==> src/rtl/uart_rx_buf.sv <==
// uart_rx_buf -- receive-side byte FIFO for a UART.
//
// Buffers bytes strobed in by a UART receiver. The consumer sees them in
// arrival order through a valid/ready handshake. The FIFO is first-word
// fall-through: a byte written at one clock edge is visible on out_data
// straight after that edge. There is no combinational bypass while empty.
//
// Bytes that arrive while the FIFO is full, with no pop in the same cycle,
// are dropped. A drop sets the sticky overflow flag.
//
// Optional feature (macro UART_RX_BUF_TIMEOUT_EN): an idle counter that
// raises timeout after the FIFO has held data for tmo_limit cycles with no
// new byte arriving. Without the macro the timeout port, counter and
// comparator do not exist, and tmo_limit is ignored.
//
// Parameters
//   DEPTH_LOG2  FIFO depth is 2**DEPTH_LOG2 bytes (legal range 2..8)
//   TMO_WIDTH   width of the idle counter and of tmo_limit
//
// Ports
//   clk        sole clock, rising edge
//   rst        synchronous active-high reset
//   in_data    received byte
//   in_stb     one-cycle strobe, in_data valid
//   out_data   oldest buffered byte (registered)
//   out_valid  out_data holds a buffered byte (equals ~empty)
//   out_ready  consumer accepts out_data when out_valid is also high
//   level      number of bytes buffered
//   full       level == 2**DEPTH_LOG2
//   empty      level == 0
//   overflow   sticky: a byte was dropped
//   ovf_clr    clears overflow (a drop in the same cycle wins)
//   tmo_limit  idle cycles before timeout, 0 disables
//   timeout    idle-timeout indication (only with UART_RX_BUF_TIMEOUT_EN)
module uart_rx_buf #(
  parameter int DEPTH_LOG2 = 4,
  parameter int TMO_WIDTH  = 12
) (
  input  logic                  clk,
  input  logic                  rst,
  input  logic [7:0]            in_data,
  input  logic                  in_stb,
  output logic [7:0]            out_data,
  output logic                  out_valid,
  input  logic                  out_ready,
  output logic [DEPTH_LOG2:0]   level,
  output logic                  full,
  output logic                  empty,
  output logic                  overflow,
  input  logic                  ovf_clr,
  input  logic [TMO_WIDTH-1:0]  tmo_limit
`ifdef UART_RX_BUF_TIMEOUT_EN
  ,
  output logic                  timeout
`endif
);

  localparam int DEPTH = 1 << DEPTH_LOG2;
  localparam logic [DEPTH_LOG2-1:0] PTR_ONE  = {{(DEPTH_LOG2-1){1'b0}}, 1'b1};
  localparam logic [DEPTH_LOG2:0]   LVL_ONE  = {{DEPTH_LOG2{1'b0}}, 1'b1};
  localparam logic [DEPTH_LOG2:0]   LVL_FULL = {1'b1, {DEPTH_LOG2{1'b0}}};

  logic [7:0]            mem_r [DEPTH];
  logic [DEPTH_LOG2-1:0] wr_ptr_r;
  logic [DEPTH_LOG2-1:0] rd_ptr_r;
  logic [DEPTH_LOG2:0]   level_r;
  logic                  full_r;
  logic                  empty_r;
  logic                  valid_r;
  logic                  ovf_r;
  logic [7:0]            data_r;

  logic                  pop_s;
  logic                  wr_accept_s;
  logic                  drop_s;
  logic [DEPTH_LOG2-1:0] wr_ptr_next_s;
  logic [DEPTH_LOG2-1:0] rd_ptr_next_s;
  logic [DEPTH_LOG2:0]   level_next_s;
  logic                  ovf_next_s;
  logic [7:0]            data_next_s;

  // Handshake decode, pointer/level/flag next-state and next head byte.
  always_comb begin
    pop_s         = valid_r & out_ready;
    // A pop in the same cycle frees a slot, so a write while full still fits.
    wr_accept_s   = in_stb & (~full_r | pop_s);
    drop_s        = in_stb & full_r & ~pop_s;
    wr_ptr_next_s = wr_ptr_r;
    rd_ptr_next_s = rd_ptr_r;
    level_next_s  = level_r;
    ovf_next_s    = ovf_r;
    data_next_s   = data_r;

    if (wr_accept_s) begin
      wr_ptr_next_s = wr_ptr_r + PTR_ONE;
    end else begin
      wr_ptr_next_s = wr_ptr_r;
    end

    if (pop_s) begin
      rd_ptr_next_s = rd_ptr_r + PTR_ONE;
    end else begin
      rd_ptr_next_s = rd_ptr_r;
    end

    case ({wr_accept_s, pop_s})
      2'b10:   level_next_s = level_r + LVL_ONE;
      2'b01:   level_next_s = level_r - LVL_ONE;
      default: level_next_s = level_r;
    endcase

    // A drop outranks a clear arriving in the same cycle.
    if (drop_s) begin
      ovf_next_s = 1'b1;
    end else if (ovf_clr) begin
      ovf_next_s = 1'b0;
    end else begin
      ovf_next_s = ovf_r;
    end

    // out_data is registered, so look ahead to the slot that becomes the head.
    // When that slot is the one being written this cycle, its content is in_data.
    if (wr_accept_s && (wr_ptr_r == rd_ptr_next_s)) begin
      data_next_s = in_data;
    end else begin
      data_next_s = mem_r[rd_ptr_next_s];
    end
  end

  // Byte storage. Not reset; the pointers define which entries are live.
  always_ff @(posedge clk) begin
    if (wr_accept_s && !rst) begin
      mem_r[wr_ptr_r] <= in_data;
    end
  end

  // Pointers, level, status flags and registered head byte.
  always_ff @(posedge clk) begin
    if (rst) begin
      wr_ptr_r <= {DEPTH_LOG2{1'b0}};
      rd_ptr_r <= {DEPTH_LOG2{1'b0}};
      level_r  <= {(DEPTH_LOG2+1){1'b0}};
      full_r   <= 1'b0;
      empty_r  <= 1'b1;
      valid_r  <= 1'b0;
      ovf_r    <= 1'b0;
      data_r   <= 8'h00;
    end else begin
      wr_ptr_r <= wr_ptr_next_s;
      rd_ptr_r <= rd_ptr_next_s;
      level_r  <= level_next_s;
      full_r   <= (level_next_s == LVL_FULL);
      empty_r  <= (level_next_s == {(DEPTH_LOG2+1){1'b0}});
      valid_r  <= (level_next_s != {(DEPTH_LOG2+1){1'b0}});
      ovf_r    <= ovf_next_s;
      data_r   <= data_next_s;
    end
  end

  assign out_data  = data_r;
  assign out_valid = valid_r;
  assign level     = level_r;
  assign full      = full_r;
  assign empty     = empty_r;
  assign overflow  = ovf_r;

`ifdef UART_RX_BUF_TIMEOUT_EN
  localparam logic [TMO_WIDTH-1:0] TMO_ONE = {{(TMO_WIDTH-1){1'b0}}, 1'b1};

  logic [TMO_WIDTH-1:0] tmo_cnt_r;
  logic [TMO_WIDTH-1:0] tmo_cnt_next_s;

  // Idle counter next value. It is clamped to tmo_limit rather than held, so
  // lowering the limit below the current count still produces a timeout.
  always_comb begin
    tmo_cnt_next_s = tmo_cnt_r;
    if (wr_accept_s || empty_r) begin
      tmo_cnt_next_s = {TMO_WIDTH{1'b0}};
    end else if (tmo_cnt_r < tmo_limit) begin
      tmo_cnt_next_s = tmo_cnt_r + TMO_ONE;
    end else begin
      tmo_cnt_next_s = tmo_limit;
    end
  end

  // Idle counter register.
  always_ff @(posedge clk) begin
    if (rst) begin
      tmo_cnt_r <= {TMO_WIDTH{1'b0}};
    end else begin
      tmo_cnt_r <= tmo_cnt_next_s;
    end
  end

  // Compared against the live tmo_limit, so a limit change takes effect at once.
  assign timeout = (tmo_cnt_r == tmo_limit) && (tmo_limit != {TMO_WIDTH{1'b0}}) && !empty_r;
`else
  logic unused_tmo_limit_s;
  assign unused_tmo_limit_s = ^tmo_limit;
`endif

endmodule

==> config.mk <==
export PLATFORM = sky130hd
export DESIGN_NAME = uart_rx_buf
export DESIGN_NICKNAME = d
export VERILOG_FILES = /design/src/rtl/uart_rx_buf.sv
export SDC_FILE = /design/constraint.sdc
export NUM_CORES = 1
export LEC_CHECK = 0
export ABC_AREA = 1
export BUFFER_PORTS_ARGS = -buffer_cell sky130_fd_sc_hd__buf_2
export CORE_ASPECT_RATIO = 0.5
export CORE_MARGIN = 2
export CORE_UTILIZATION = 50
export DETAILED_ROUTE_END_ITERATION = 6
export HOLD_SLACK_MARGIN = 0.15
export PLACE_DENSITY = 0.75
export SLEW_MARGIN = 0
export SYNTH_ARGS = -nofsm -noshare
export SYNTH_HDL_FRONTEND = slang
export SYNTH_SLANG_ARGS = --single-unit
==> constraint.sdc <==
create_clock -name clk -period 3.45 [get_ports clk]
set_input_delay 0.1725 -clock clk [delete_from_list [all_inputs] [get_ports clk]]
set_output_delay 0.1725 -clock clk [all_outputs]
set_load 0.02 [all_outputs]
=== After elaboration in Yosys (flattened, before gate mapping) ===
Memory sizes are Yosys's and may differ from the RTL's. A register that Yosys moved wholly into a read port is not among the register bits.
Cells that the tools add are included.

* Register bits after elaboration: 17
* Latch bits: 0
* Memory bits (writable): 128
* ROM bits: 0
* Bits of input ports: 25
* Output and inout port bits: 17
* Logic and storage cells: 33
* Memories: 1

* $add $sub $neg: 4
* Multipliers: 0
* Div/mod/pow operators: 0
* Magnitude comparators: 0
* Eq/ne operators: 3
* Shift-type cells: 0
* Mux-type cells: 6
* Bitwise gates (word level): 7
* Reduce and logical (&&, ||, !) cells: 5

{| class="wikitable"
|+ Memory list
! name !! depth !! width !! rd ports !! clocked after Yosys merged registers in !! wr ports !! line !! text
|-
| mem_r || 16 || 8 || 1 || 1 || 1 || 63 || <nowiki>logic [7:0] mem_r [DEPTH];</nowiki>
|}

{| class="wikitable"
|+ Operator list
! kind !! count
|-
| $pmux W5 S2 || 1
|-
| $add A4 B1 Y4 const B || 2
|-
| $add A5 B1 Y5 const B || 1
|-
| $eq A5 B5 Y1 const B || 1
|-
| $logic_not A5 Y1 || 1
|-
| $reduce_bool A5 Y1 || 1
|-
| $sub A5 B1 Y5 const B || 1
|-
| $and A1 B1 Y1 || 4
|-
| $mux W1 || 4
|-
| $mux W4 || 1
|-
| $eq A2 B1 Y1 const B || 1
|-
| $eq A2 B2 Y1 const B || 1
|-
| $not A1 Y1 || 2
|-
| $reduce_bool A2 Y1 || 1
|-
| $logic_and A1 B1 Y1 || 1
|-
| $logic_not A1 Y1 || 1
|-
| $or A1 B1 Y1 || 1
|}

=== Depth between registers and ports, before layout ===
Gate-level depths: netlist (run 1).

* Depth in word-level cells: 6
* Mapped depth: 16
* Gate-level depth less buffers: 16

=== Least setup slack after synthesis (run 1) ===
Ideal clock, no wire load.

* Kind: reg2reg
* From: reg valid_r (netlist: out_valid)
* To: reg valid_r (netlist: out_valid)
* Library setup time: 114 ps
* Data arrival time: 2,139 ps
* Data required time: 3,336 ps
* Setup slack: 1,197 ps
* Stages on the path, launching flop included: 15
* Path buffers: 0
* Clock period less this slack: 2,253 ps
* Path through: dfxtp_1 -> nand2_2 -> nand2_2 -> nand2_4 -> ha_1 -> xor2_1 -> ha_1 -> a21oi_1 -> nand2_1 -> nand3_1 -> o21ai_0 -> nor2_1 -> nand3_1 -> nand2_1 -> nand2_1

* Longest elaborated chain between the ends: 6
* Elaborated cells on any way between the ends: 7
* Those cells by class: eq/ne (2); mux (1); bitwise (3); reduce/logical (1)

{| class="wikitable"
|+ Ends and longest elaborated chain
! item !! line !! text
|-
| from (decl) || 69 || <nowiki>logic valid_r;</nowiki>
|-
| from (signal assigned) || 154 || <nowiki>valid_r <= (level_next_s != {(DEPTH_LOG2+1){1'b0}});</nowiki>
|-
| $and A1 B1 Y1 * || 84 || <nowiki>pop_s = valid_r & out_ready;</nowiki>
|-
| $or A1 B1 Y1 || 86 || <nowiki>wr_accept_s = in_stb & (~full_r | pop_s);</nowiki>
|-
| $and A1 B1 Y1 || 86 ||
|-
| $eq A2 B1 Y1 / $eq A2 B2 Y1 (equally long branches) || 106 || <nowiki>case ({wr_accept_s, pop_s})</nowiki>
|-
| $pmux W5 S2 * || 106 ||
|-
| $reduce_bool A5 Y1 * || 154 ||
|}

Every way passes the cells marked *; elsewhere a longest branch is shown, timed or not.
A chain may end at the register's enable or synchronous reset.

=== Worst setup path after layout (run 1) ===
Same ends and word-level chain as after synthesis.

==> results of run 1 <==
## metrics by stage
| step | instance area (um^2) | instances |
|---|---|---|
| 2_1_floorplan | 6940 | 699 |
| 3_3_place_gp | 7280 | 904 |
| 3_5_place_dp | 7280 | 904 |
| 4_1_cts | 7890 | 939 |
| 5_1_grt | 7890 | 939 |
| 6_report | 7890 | 939 |
## flip-flops by register name (all words and copies together), names as in the netlist
register / cells
level: 5
full: 1
wr_ptr_r: 4
empty: 1
mem_r: 128
rd_ptr_r: 4
out_data: 8
overflow: 1
out_valid: 1
## critical path, cell delays in order, from the launching register on
cell and delay [ns]:
dfxtp_1 0.41, nand2_2 0.16, nand2_2 0.11, nand2_4 0.08
ha_1 0.29, xor2_1 0.21, ha_1 0.22, a21oi_1 0.17
nand2_1 0.08, nand3_1 0.07, o21ai_0 0.11, nor2_1 0.16
nand3_1 0.12, nand2_1 0.08, nand2_1 0.05
## how the worst max path moves through the flow
stage,cells past startpoint,end,startpoint
after floorplan,14,out_valid$_SDFF_PP0_,out_valid$_SDFF_PP0_
after global placement,14,out_valid$_SDFF_PP0_,out_valid$_SDFF_PP0_
after detailed placement,14,out_valid$_SDFF_PP0_,out_valid$_SDFF_PP0_
after CTS,14,out_valid$_SDFF_PP0_,out_valid$_SDFF_PP0_
after global routing,14,out_valid$_SDFF_PP0_,out_valid$_SDFF_PP0_
final,14,out_valid$_SDFF_PP0_,out_valid$_SDFF_PP0_
## area by class of cell
cell class | instances | area (um^2)
fill | 1083 | 5660
sequential | 153 | 4340
multi-input combinational | 424 | 2090
clock buffer | 18 | 439
inverter | 93 | 350
timing repair buffer | 45 | 285
tap | 192 | 240
clock inverter | 14 | 139
## cells in the mapped netlist, drive strengths merged
cell type | count | area, um^2
a21oi | 5 | 25.0
nand3b | 40 | 300
inv | 91 | 342
nand2 | 135 | 527
xor2 | 3 | 26.3
nor3 | 8 | 40.0
nand4 | 2 | 12.5
ha | 8 | 100
dfxtp | 25 | 500
clkinv | 2 | 8.75
o21bai | 8 | 60.1
mux2i | 1 | 10.0
nand3 | 107 | 546
edfxtp | 128 | 3840
nor2 | 84 | 323
buf | 21 | 125
o21ai | 23 | 119
clkbuf | 8 | 30.0
## layout by cell type, fill, tap and decap left out, drive strengths merged
| cell | count |
|---|---|
| nor3 | 8 |
| o21ai | 23 |
| clkbuf | 18 |
| mux2i | 1 |
| nand3 | 107 |
| o21bai | 8 |
| bufinv | 1 |
| a21oi | 5 |
| dfxtp | 25 |
| inv | 96 |
| dlygate4sd3 | 3 |
| buf | 42 |
| nand2 | 135 |
| ha | 8 |
| clkinv | 5 |
| clkinvlp | 5 |
| edfxtp | 128 |
| nand3b | 40 |
| nor2 | 84 |
| xor2 | 3 |
| nand4 | 2 |
## what timing repair did
item	CTS	global route
hold endpoints to repair	2	0
resized for setup	0	0
setup endpoints to repair	0	0
hold buffers	3	0
buffers inserted	0	0
## power breakdown
group          internal [uW]  switching [uW]  total [uW]
Sequential              2090            54.5        2140
Clock                   1030             781        1810
Combinational            416             978        1390
## metal layers
layer / up-vias / wire length, um
met4: 0 / 289
li1: 2402 / -
met1: 2399 / 6560
met5: - / 0
met2: 254 / 7780
met3: 29 / 1360
## cell families after synthesis
| group | Yosys count | synth area share, % |
|---|---|---|
| AND/OR/NAND/NOR | 376 | 25.2 |
| flip-flops | 153 | 62.6 |
| buffers and inverters | 122 | 7.29 |
| XOR/XNOR | 3 | 0.379 |
| adder cells (fa/ha/maj) | 8 | 1.44 |
| AO/OA/AOI/OAI | 36 | 2.94 |
| multiplexers | 1 | 0.144 |
==> flow_summary.yaml, run 1 <==
status:
  outcome: "completed"
drt:
  via_per_inst: 5.41
  dr.pass1.iters: 5
  vias: 5084
  wirelength_um: 16000
  drcViolationCount: 0
  antenna_left: 0
  wire_per_inst_um: 17.0
  dr.first_iter.drc_count: 502
floorplanning:
  rows: 30
  dieHeight_um: 87.3
  ios: 42
  initial_core_util_pct: 51.2
  dieArea_mm2: 0.0149
  die_w_um: 171
  core_area_mm2: 0.0136
layout:
  antenna-diode-count: 0
  num-nets-final: 767
  area_growth_pct: 13.7
  final_util_pct: 58.2
  final_layout_size_suffix_gt1_share_pct: 11.8
hold_path:
  holdPathEnd: "mem_r[8][1]$_DFFE_PP_"
  worstHoldPathType: "in -> reg"
  worstHoldStart: "in_data[1]"
  whs_path_depth: 1
timing:
  layout_setup_ws_ns: 1.03
  clock.fmax_ghz: 0.414
  period_minus_slack_ns: 2.42
  setup_viol: 0
  fin_tns_setup_ns: 0
  final_hold_viol_count: 0
  grt_setup_unrepaired: "no"
  maxSlewHeadroom_pct: 42.5
  drv_slew: 0
  worst_pin_slew_ns: 0.860
  fin_skew_ns: 0.00920
  fin_crit_sh_pct: 70.1
  whs_ns: 0.174
critical_path:
  required_ns: 3.77
  critical_path_peak_fanout: 7
  critical_path_arrival_ns: 2.73
  cp-start-kind: "flip-flop"
  r2r_slack_ns: 1.03
  path_class: "reg -> reg"
  endpoint_kind: "flip-flop"
  reg2reg_depth: 14
  r2r-end: "out_valid$_SDFF_PP0_"
  r2r_start: "out_valid$_SDFF_PP0_"
grt:
  grt_max_degree: 74
  track_usage_pct: 22.9
  grtUsageMet1_pct: 29.1
  grt-busiest-layer: "met2"
  antenna_found_initial: 0
  grt_pass1_vias: 4971
  grt_pass1_wl_um: 25100
  grt_use_met3_pct: 5.09
  grt-ovfl-total: 0
  grt_util_met2_pct: 38.8
clock_network:
  cts_buffers: 17
  clock-root-buffer: "clkbuf_16"
  cts_tree: "done"
  cts_sinks: 153
  h-tree-depth: 4
  clk_pin_slew_worst_paths_ns: 0.06
  clock_latency_ns: 0.43
  clockBufferDepth: 2
synthesis:
  yosys_warnings: 0
  ys_types: 28
  avgSynthCellArea_um2: 9.93
  ys_ff_latch: 153
  syn_inst: 699
  yosysSeqAreaShare_pct: 62.6
  synth_nets: 732
  synth_area_mm2: 0.00694
place:
  gp_congestion: 0.847
  place.port_buffers: 29
  place_ws_ns: 1.07
  dpl.hpwl_um: 9510
power:
  vdd.ir_drop.worst_v: 0.000453
  power_density_mw_per_mm2: 677
  power_leakage_uw: 0.00328
  total_power_uw: 5340
run:
  maxCapViolations: 0
No activity file was read; power rests on OpenSTA's default activity.
==> run 2: changes to the inputs <==
Settings changed: PLACE_DENSITY 0.75 to 0.77.
Clock period 3.45 ns to 2.2 ns, I/O delays scaled along.
==> flow_summary.yaml, run 2 (synthesized netlist as in run 1, its figures left out) <==
clock_network:
  h-tree-depth: 4
  clockBufferDepth: 2
  clock_latency_ns: 0.43
  cts_sinks: 153
  clock-root-buffer: "clkbuf_16"
  cts_tree: "done"
  clk_pin_slew_worst_paths_ns: 0.07
  cts_buffers: 17
layout:
  largest_reg_flops: 128
  fin_area_mm2: 0.00811
  num-nets-final: 789
  final_layout_size_suffix_gt1_share_pct: 13.8
  layout.cells.non_filler: 961
  antenna-diode-count: 0
  max_flop_register: "mem_r"
  final_cell_mix: "128 x nand2_1, 128 x edfxtp_1, 105 x nand3_1"
  area_growth_pct: 16.9
critical_path:
  cp.depth: 14
  path_class: "reg -> reg"
  path_buf_inv: 0
  critical_path_peak_fanout: 7
  reg2reg_depth: 14
  cp-start-kind: "flip-flop"
  required_ns: 2.52
  endpoint_kind: "flip-flop"
  cpMostUsedCell: "nand2_1"
  critPathTopFamily: "simple AND/OR/NAND/NOR gates"
  path_cells: "nand2_4 -> nand2_2 -> nand2_4 -> ha_2 -> xor2_1 -> ha_2 -> a21oi_2 -> nand2_1 -> nand3_1 -> o21ai_1 -> nor2_1 -> nand3_1 -> nand2_1 -> nand2_1"
  cpPeakStageDelay_ns: 0.37
  slowest_stage: "dfxtp_4"
  critical_path_arrival_ns: 2.37
power:
  power_leakage_uw: 0.00339
  power_density_mw_per_mm2: 1040
  vdd.ir_drop.worst_v: 0.000708
hold_path:
  worstHoldPathType: "in -> reg"
  whs_path_depth: 5
status:
  outcome: "completed"
grt:
  grt_pass1_wl_um: 25000
  antenna_found_initial: 0
  grt_pass1_vias: 4739
  grt_max_degree: 67
  grt-ovfl-total: 0
  track_usage_pct: 23.0
timing:
  worst_pin_slew_ns: 0.585
  period_minus_slack_ns: 2.04
  setup_viol: 0
  fin_crit_sh_pct: 92.9
  drv_slew: 0
  whs_ns: 0.192
  fin_tns_setup_ns: 0
  fin_skew_ns: 0.00862
  final_hold_viol_count: 0
  clock.fmax_ghz: 0.489
  maxSlewHeadroom_pct: 61.0
  layout_setup_ws_ns: 0.156
floorplanning:
  die_w_um: 171
  dieHeight_um: 87.3
  rows: 30
  ios: 42
  initial_core_util_pct: 51.2
  core_area_mm2: 0.0136
  dieArea_mm2: 0.0149
place:
  dpl.hpwl_um: 9560
  placedCellCount: 916
  place.port_buffers: 29
  gp_congestion: 0.832
  place_ws_ns: 0.0666
  dpl_cell_area_mm2: 0.00740
drt:
  dr.pass1.iters: 7
  via_per_inst: 5.38
  vias: 5168
  dr.first_iter.drc_count: 489
  antenna_left: 0
  wire_per_inst_um: 16.9
  wirelength_um: 16200
  drcViolationCount: 0
run:
  maxCapViolations: 0
## run 2: final cells by class
cell class              count  area [um^2]
repair buffers             67          498
inverters                  93          352
flip-flops and latches    153         4350
fillers                  1075         5440
well taps                 192          240
multi-input cells         424         2110
clock inverters            15          131
clock buffers              17          425
## run 2: report_power, final
group | switching (uW) | internal [uW]
registers | 88.9 | 3280
clock network | 1290 | 1490
logic | 1560 | 738
total | 2950 | 5500
## run 2: layer usage
layer / part of all wire [%] / global-route usage [%]
met2: 45 / 35.2
met3: 9.5 / 6.50
met4: 2.9 / 10.6
met1: 43 / 30.7
met5: 0 / 0
## run 2: per-stage QoR
stage               power, uW  util [%]
global route             8820      59.8
global placement         5580      54.6
detailed placement       5630      54.6
floorplan                4980         -
CTS                      8390      59.6
finish                   8450      59.8
## run 2: path summary, 6_finish.rpt
kind / startpoint / end / slack (ns)
hold reg to reg: wr_ptr_r[2]$_SDFFE_PP0P_ / wr_ptr_r[3]$_SDFFE_PP0P_ / 0.57
setup reg to reg: out_valid$_SDFF_PP0_ / out_valid$_SDFF_PP0_ / 0.16
setup / recovery: out_valid$_SDFF_PP0_ / out_valid$_SDFF_PP0_ / 0.16
hold / removal: out_ready / rd_ptr_r[2]$_SDFF_PP0_ / 0.19
## run 2: worst reg2reg max path, cell delays in order (launching register included)
cell,delay [ns]
dfxtp_4,0.37
nand2_4,0.08
nand2_2,0.08
nand2_4,0.05
ha_2,0.18
xor2_1,0.18
ha_2,0.21
a21oi_2,0.15
nand2_1,0.07
nand3_1,0.08
o21ai_1,0.08
nor2_1,0.17
nand3_1,0.11
nand2_1,0.08
nand2_1,0.05
## run 2: repair_timing
item	4_1_cts	5_1_grt
gates resized for setup	0	9
setup buffers	0	1
hold endpoints to repair	134	0
hold buffers	12	0
endpoints found under the setup margin	0	12
